[config.mk]
export PLATFORM = sky130hd
export DESIGN_NAME = i2c_txn_arbiter
export DESIGN_NICKNAME = d
export VERILOG_FILES = /design/src/rtl/i2c_txn_arbiter_pkg.sv /design/src/rtl/i2c_txn_arbiter_rr_select.sv /design/src/rtl/i2c_txn_arbiter.sv
export SDC_FILE = /design/constraint.sdc
export NUM_CORES = 1
export LEC_CHECK = 0
export BUFFER_PORTS_ARGS = -buffer_cell sky130_fd_sc_hd__clkbuf_2
export CAP_MARGIN = 15
export CORE_ASPECT_RATIO = 1.2
export CORE_UTILIZATION = 52
export CTS_CLUSTER_SIZE = 14
export DETAILED_ROUTE_END_ITERATION = 10
export PLACE_DENSITY = 0.94
export SLEW_MARGIN = 25
export SYNTH_ARGS = -nofsm -noshare
export SYNTH_HDL_FRONTEND = slang
export SYNTH_HIERARCHICAL = 1
export SYNTH_SLANG_ARGS = --single-unit
[constraint.sdc]
create_clock -name bus_clk_i -period 9.9 [get_ports bus_clk_i]
set_input_delay 0.495 -clock bus_clk_i [delete_from_list [all_inputs] [get_ports bus_clk_i]]
set_output_delay 0.495 -clock bus_clk_i [all_outputs]
set_load 0.02 [all_outputs]
[src/rtl/i2c_txn_arbiter_pkg.sv]
// Shared definitions for the I2C transaction arbiter: FSM state encoding,
// watchdog counter width and slave address width.
package i2c_txn_arbiter_pkg;

    typedef enum logic [1:0] {
        ST_IDLE  = 2'd0,
        ST_ISSUE = 2'd1,
        ST_WAIT  = 2'd2
    } arb_state_e;

    localparam int WDOG_W = 16;
    localparam int ADDR_W = 7;

endpackage

[src/rtl/i2c_txn_arbiter_rr_select.sv]
// Combinational round-robin picker: scans ptr+1, ptr+2, ... (mod N_REQ) and
// returns the first pending requester as one-hot, index and valid.
module i2c_txn_arbiter_rr_select
    import i2c_txn_arbiter_pkg::*;
#(
    parameter int N_REQ = 4,
    parameter int IDX_W = $clog2(N_REQ)
) (
    input  logic [N_REQ-1:0] req_i,
    input  logic [IDX_W-1:0] ptr_i,
    output logic [N_REQ-1:0] onehot_o,
    output logic [IDX_W-1:0] idx_o,
    output logic             valid_o
);

    logic [IDX_W-1:0] cand;

    // first set request after the pointer wins; the pointer itself is scanned last
    always_comb begin
        onehot_o = '0;
        idx_o    = '0;
        valid_o  = 1'b0;
        cand     = '0;
        for (int k = 1; k <= N_REQ; k++) begin
            cand = IDX_W'((int'(ptr_i) + k) % N_REQ);
            if (!valid_o && req_i[cand]) begin
                valid_o        = 1'b1;
                idx_o          = cand;
                onehot_o[cand] = 1'b1;
            end
        end
    end

endmodule

[src/rtl/i2c_txn_arbiter.sv]
// Round-robin arbiter sharing one I2C core transaction port among N_REQ
// requesters. All outputs are registered and clear on bus_rst_i.
// Optional watchdog: define I2C_ARB_TIMEOUT_EN to abort transactions whose
// core never reports done within TIMEOUT cycles of waiting.
module i2c_txn_arbiter
    import i2c_txn_arbiter_pkg::*;
#(
    parameter int N_REQ     = 4,
    parameter int LEN_WIDTH = 8,
    parameter int TIMEOUT   = 65535
) (
    input  logic                       bus_clk_i,
    input  logic                       bus_rst_i,
    input  logic [N_REQ-1:0]           req_i,
    input  logic [ADDR_W*N_REQ-1:0]    req_addr_i,
    input  logic [N_REQ-1:0]           req_rw_i,
    input  logic [LEN_WIDTH*N_REQ-1:0] req_len_i,
    output logic [N_REQ-1:0]           gnt_o,
    output logic [N_REQ-1:0]           done_o,
    output logic [N_REQ-1:0]           err_o,
    output logic                       core_start_o,
    output logic [ADDR_W-1:0]          core_addr_o,
    output logic                       core_rw_o,
    output logic [LEN_WIDTH-1:0]       core_len_o,
    input  logic                       core_done_i,
    input  logic                       core_nack_i,
    output logic                       core_abort_o
);

    localparam int IDX_W = $clog2(N_REQ);

    arb_state_e           state_q, state_d;
    logic [IDX_W-1:0]     ptr_q, ptr_d;
    logic [IDX_W-1:0]     sel_q, sel_d;
    logic [N_REQ-1:0]     gnt_q, gnt_d;
    logic [N_REQ-1:0]     done_q, done_d;
    logic [N_REQ-1:0]     err_q, err_d;
    logic                 start_q, start_d;
    logic                 abort_q, abort_d;
    logic [ADDR_W-1:0]    addr_q, addr_d;
    logic                 rw_q, rw_d;
    logic [LEN_WIDTH-1:0] len_q, len_d;

    logic [N_REQ-1:0]     pick_onehot;
    logic [IDX_W-1:0]     pick_idx;
    logic                 pick_valid;
    logic                 wdog_expired;

    i2c_txn_arbiter_rr_select #(
        .N_REQ (N_REQ),
        .IDX_W (IDX_W)
    ) u_rr_select (
        .req_i    (req_i),
        .ptr_i    (ptr_q),
        .onehot_o (pick_onehot),
        .idx_o    (pick_idx),
        .valid_o  (pick_valid)
    );

`ifdef I2C_ARB_TIMEOUT_EN
    localparam logic [WDOG_W-1:0] WDOG_LAST = WDOG_W'(TIMEOUT - 1);
    logic [WDOG_W-1:0] wdog_q;

    // watchdog: cleared while issuing, counts every cycle spent waiting on the core
    always_ff @(posedge bus_clk_i or posedge bus_rst_i) begin
        if (bus_rst_i) begin
            wdog_q <= '0;
        end else if (state_q == ST_ISSUE) begin
            wdog_q <= '0;
        end else if (state_q == ST_WAIT) begin
            wdog_q <= wdog_q + 1'b1;
        end
    end

    assign wdog_expired = (state_q == ST_WAIT) && (wdog_q == WDOG_LAST);
`else
    localparam int unused_timeout = TIMEOUT;
    assign wdog_expired = 1'b0;
`endif

    // state register
    always_ff @(posedge bus_clk_i or posedge bus_rst_i) begin
        if (bus_rst_i) begin
            state_q <= ST_IDLE;
        end else begin
            state_q <= state_d;
        end
    end

    // next-state: a core done takes priority over a same-cycle watchdog expiry
    always_comb begin
        state_d = state_q;
        case (state_q)
            ST_IDLE:  if (pick_valid) state_d = ST_ISSUE;
            ST_ISSUE: state_d = ST_WAIT;
            ST_WAIT:  if (core_done_i || wdog_expired) state_d = ST_IDLE;
            default:  state_d = ST_IDLE;
        endcase
    end

    // output/datapath next values; registered so they appear the cycle after the decision
    always_comb begin
        gnt_d   = gnt_q;
        done_d  = '0;
        err_d   = '0;
        start_d = 1'b0;
        abort_d = 1'b0;
        ptr_d   = ptr_q;
        sel_d   = sel_q;
        addr_d  = addr_q;
        rw_d    = rw_q;
        len_d   = len_q;
        case (state_q)
            ST_IDLE: begin
                if (pick_valid) begin
                    sel_d   = pick_idx;
                    gnt_d   = pick_onehot;
                    start_d = 1'b1;
                    for (int i = 0; i < N_REQ; i++) begin
                        if (pick_onehot[i]) begin
                            addr_d = req_addr_i[i*ADDR_W +: ADDR_W];
                            rw_d   = req_rw_i[i];
                            len_d  = req_len_i[i*LEN_WIDTH +: LEN_WIDTH];
                        end
                    end
                end
            end
            ST_WAIT: begin
                if (core_done_i) begin
                    gnt_d  = '0;
                    done_d = gnt_q;
                    err_d  = core_nack_i ? gnt_q : '0;
                    ptr_d  = sel_q;
                end else if (wdog_expired) begin
                    gnt_d   = '0;
                    done_d  = gnt_q;
                    err_d   = gnt_q;
                    abort_d = 1'b1;
                    ptr_d   = sel_q;
                end
            end
            default: ;
        endcase
    end

    // output and field registers; pointer resets so requester 0 is scanned first
    always_ff @(posedge bus_clk_i or posedge bus_rst_i) begin
        if (bus_rst_i) begin
            ptr_q   <= IDX_W'(N_REQ - 1);
            sel_q   <= '0;
            gnt_q   <= '0;
            done_q  <= '0;
            err_q   <= '0;
            start_q <= 1'b0;
            abort_q <= 1'b0;
            addr_q  <= '0;
            rw_q    <= 1'b0;
            len_q   <= '0;
        end else begin
            ptr_q   <= ptr_d;
            sel_q   <= sel_d;
            gnt_q   <= gnt_d;
            done_q  <= done_d;
            err_q   <= err_d;
            start_q <= start_d;
            abort_q <= abort_d;
            addr_q  <= addr_d;
            rw_q    <= rw_d;
            len_q   <= len_d;
        end
    end

    assign gnt_o        = gnt_q;
    assign done_o       = done_q;
    assign err_o        = err_q;
    assign core_start_o = start_q;
    assign core_abort_o = abort_q;
    assign core_addr_o  = addr_q;
    assign core_rw_o    = rw_q;
    assign core_len_o   = len_q;

endmodule

==> run summary <==
register cell area after layout -> 878 um^2
reg-to-reg critical path startpoint -> ptr_q[0]$_DFFE_PP1P_
CTS root buf -> sky130_fd_sc_hd__clkbuf_8
switching part of the total -> 0.492
starting density of the core -> 0.550
switching power of the nets -> 0.527 mW
register clock-pin slew on the reported worst setup and hold paths -> 70 ps
total clock buffers created by CTS -> 5
core footprint -> 0.00429 mm^2
worst-case vdd ir drop -> 0.266 mV
depth of the worst register-to-register path -> 8
Min-Delay Path Class -> primary input to async pin
HPWL reported at the end of detailed placement -> 4360 um
Row Count -> 26
Core Util, Final -> 0.674
count of endpoints failing setup in the final report -> 0
TritonCTS clock tree -> yes
post-route antenna net violation count -> 0
cell type of the slowest stage on the worst timing path -> sky130_fd_sc_hd__or4_4
power density cells -> 370 mW/mm^2
end of the worst register-to-register path -> core_addr_o[6]$_DFFE_PP0P_
highest net fanout along the worst path -> 18
post-CTS sizing -> 0
vias per cell -> 5.89
via count of the first global-routing pass -> 2,059
number of detailed-route iterations in the first pass -> 5
minimum clock period after layout -> 3810 ps
area share of the largest cell type after synthesis -> 0.350
via count -> 2,287
part of the total power dissipated in sequential elements -> 0.240
total standard cell area after synthesis -> 0.00236 mm^2
number of violations reported at the end of detailed-routing iteration 0 -> 275
max-capacitance violation count -> 0
measured slew at the worst slew-check pin -> 872 ps
worst stage delay on the critical path -> 760 ps
Period Utilization, post-route -> 0.384
internal power component -> 0.545 mW
first-pass GRT wire length -> 9420 um
post-detailed-routing wire length -> 6050 um
biggest area contributors in the synthesized netlist -> sky130_fd_sc_hd__dfrtp_1 (35%), sky130_fd_sc_hd__mux2_2 (10%), sky130_fd_sc_hd__o211ai_1 (5.1%)
Distinct cells, synth -> 47
syn nets -> 322
number of port buffers -> 100
final routed wire length divided by cell count -> 15.6 um
share of the yosys chip area belonging to registers -> 0.372
Total Routing Usage GR -> 0.254
final-layout fill cell count -> 339
setup TNS -> 0 ps
launching element of the worst setup path -> ptr_q[0]$_DFFE_PP1P_
final count of hold timing violations -> 0
CTS Sinks -> 35
horizontal die dimension -> 63.5 um
relative contribution of the clock network to total power -> 0.090
Critical Path Start Type -> flip-flop
maximum number of pins on one net before global-route repair -> 36
destination of the critical timing path -> core_addr_o[6]$_DFFE_PP0P_
arrival time reported for the critical path endpoint -> 4010 ps
power share of the combinational group -> 0.669
clock insertion delay at the later pin of the skew report -> 290 ps
max_slew headroom -> 0.419
Slew Viols, Final -> 0
synthesis-to-layout area growth -> 22.5%
CP cell instances -> inv_2 > ha_1 > mux2i_4 > o21ai_1 > a221o_1 > or4_4 > and2_4 > a31oi_1
number of antenna violations at the first check in global routing -> 0
Inserted Diodes -> 0
last weighted congestion value of the routability-driven placer -> 0.895
Cells after Synth -> 242
Fmax -> 0.263 GHz
number of top-level pins -> 102
Post-CTS Setup Inserts -> 0
combined area of the multi-input logic cells -> 0.00133 mm^2
area enclosed by the die boundary -> 0.00482 mm^2
mean cell area of the mapped netlist -> 9.76 um^2
buffer depth of the longest clock path -> 2
setup slack of the worst register-to-register path -> 6090 ps
final-stage net count -> 411
result of the run -> completed
Critical Path End Type -> flip-flop
H-tree levels -> 2
die height -> 75.8 um
total global routing overflow -> 0
layout cells sized above 1 -> 0.437
cell leakage power -> 1.36 nW
DRC viols -> 0
cell type with the largest total area after synthesis -> sky130_fd_sc_hd__dfrtp_1
hold-fix buffer count after cts -> 0
final clock skew -> 6.76 ps
RSZ-0062 raised after global routing -> no
YS warnings -> 6
number of register bits inferred by synthesis -> 35
type of the worst setup path -> flip-flop to flip-flop
endpoint required time on the critical path -> 10,100 ps
==> layout by cell type, fill, tap and decap left out, types with 2 or more instances in the layout <==
master                     synthesis  final
sky130_fd_sc_hd__and2_1            4      4
sky130_fd_sc_hd__nor2_1            7      7
sky130_fd_sc_hd__dfrtp_1          33     33
sky130_fd_sc_hd__and3_1            4      4
sky130_fd_sc_hd__clkbuf_2          0    100
sky130_fd_sc_hd__a221o_1           4      3
sky130_fd_sc_hd__nand2_1          28     28
sky130_fd_sc_hd__ha_1              8      8
sky130_fd_sc_hd__inv_1             5      5
sky130_fd_sc_hd__clkbuf_8          0      5
sky130_fd_sc_hd__mux2_2           21     21
sky130_fd_sc_hd__dfstp_2           2      2
sky130_fd_sc_hd__o21ai_1           5      5
sky130_fd_sc_hd__o211ai_1         16     16
sky130_fd_sc_hd__clkbuf_1         10      2
sky130_fd_sc_hd__mux2i_1           2      2
sky130_fd_sc_hd__buf_4             2      2
sky130_fd_sc_hd__a22o_1            4      4
sky130_fd_sc_hd__a31oi_1          15     15
sky130_fd_sc_hd__a21oi_1          18     18
sky130_fd_sc_hd__a31oi_2           2      2
sky130_fd_sc_hd__a21boi_0          2      2
sky130_fd_sc_hd__o21ai_0           2      2
sky130_fd_sc_hd__nand2b_1         17     17
==> cells by family (layout without fill, tap and decap cells) <==
kind of cell | count (synthesis) | in the layout | synth area share
compound gates | 76 | 76 | 0.231
buf+inv | 26 | 116 | 0.0673
fa+ha+maj | 8 | 8 | 0.0424
other cells | 1 | 1 | 0.00159
mux | 25 | 25 | 0.128
simple gates | 71 | 71 | 0.158
flops | 35 | 35 | 0.372
==> per-stage QoR <==
step	hold WS [ps]	power (mW)	instance area, um^2	setup WS (ps)	instances
6_report	275	1.07	2890	6090	388
3_5_place_dp	494	0.967	2810	6040	380
3_3_place_gp	482	0.936	2810	6180	380
5_1_grt	309	1.16	2890	5880	388
4_1_cts	284	1.07	2890	6020	388
2_1_floorplan	473	0.859	2360	6640	242
==> routing by layer <==
metal / routed length [um] / GRT usage
met2: 3050 / 0.417
met5: 0 / 0
met1: 2250 / 0.314
met4: 262 / 0.144
met3: 494 / 0.0539
==> how the worst min path moves through the flow <==
stage                                      start                   endpoint  cells after the start
after floorplan           state_q[1]$_DFFE_PP0P_     state_q[0]$_DFFE_PP0P_                      1
after global placement    state_q[1]$_DFFE_PP0P_     state_q[0]$_DFFE_PP0P_                      1
after detailed placement  state_q[1]$_DFFE_PP0P_     state_q[0]$_DFFE_PP0P_                      1
after CTS                              bus_rst_i  core_len_o[2]$_DFFE_PP0P_                      3
after global routing                   bus_rst_i         err_o[1]$_DFF_PP0_                      3
final                                  bus_rst_i  core_len_o[2]$_DFFE_PP0P_                      3
==> power by group through the flow <==
| stage | registers [mW] | logic, mW | clock network, mW |
|---|---|---|---|
| 6_report | 0.258 | 0.717 | 0.0970 |
| 5_1_grt | 0.266 | 0.784 | 0.106 |
| 4_1_cts | 0.257 | 0.712 | 0.0981 |
| 3_5_place_dp | 0.259 | 0.708 | 0 |
| 3_3_place_gp | 0.256 | 0.680 | 0 |
| 2_1_floorplan | 0.294 | 0.565 | 0 |
==> synth_stat cells, drive strengths merged <==
cell / n
nand3: 1
dfrtp: 33
a31oi: 17
o22a: 1
ha: 8
o31a: 1
or4: 1
nor2b: 1
nand2: 28
o211ai: 16
conb: 1
nor3b: 2
a211oi: 2
mux2i: 3
nand2b: 17
buf: 10
inv: 6
a21boi: 2
nor3: 1
mux2: 21
and3b: 1
a21oi: 19
clkbuf: 10
nor2: 8
or3b: 1
o22ai: 1
a22o: 4
o21ai: 7
a221o: 4
a221oi: 2
mux4: 1
and3: 4
dfstp: 2
nor4: 1
and2: 5
==> worst max-delay path: cells and delay by family, from the launching register on <==
family / cells / cell delay, ps
simple gates: 2 / 1040
compound gates: 3 / 880
flops: 1 / 730
fa+ha+maj: 1 / 540
mux: 1 / 380
buf+inv: 1 / 140
==> layout make-up <==
class	count	share of cell area
tap	56	0.0242
multi-input combinational	181	0.458
inverter	6	0.00779
clock buffer	7	0.0264
timing repair buffer	102	0.178
clock inverter	1	0.00173
sequential	35	0.304
==> sequential cells by signal, indices dropped and copies added, names as in the netlist <==
| name | flops |
|---|---|
| core_start_o | 1 |
| core_len_o | 8 |
| core_rw_o | 1 |
| state_q | 2 |
| core_addr_o | 7 |
| done_o | 4 |
| err_o | 4 |
| ptr_q | 2 |
| gnt_o | 4 |
| sel_q | 2 |
No activity file was read; power rests on OpenSTA's default activity.
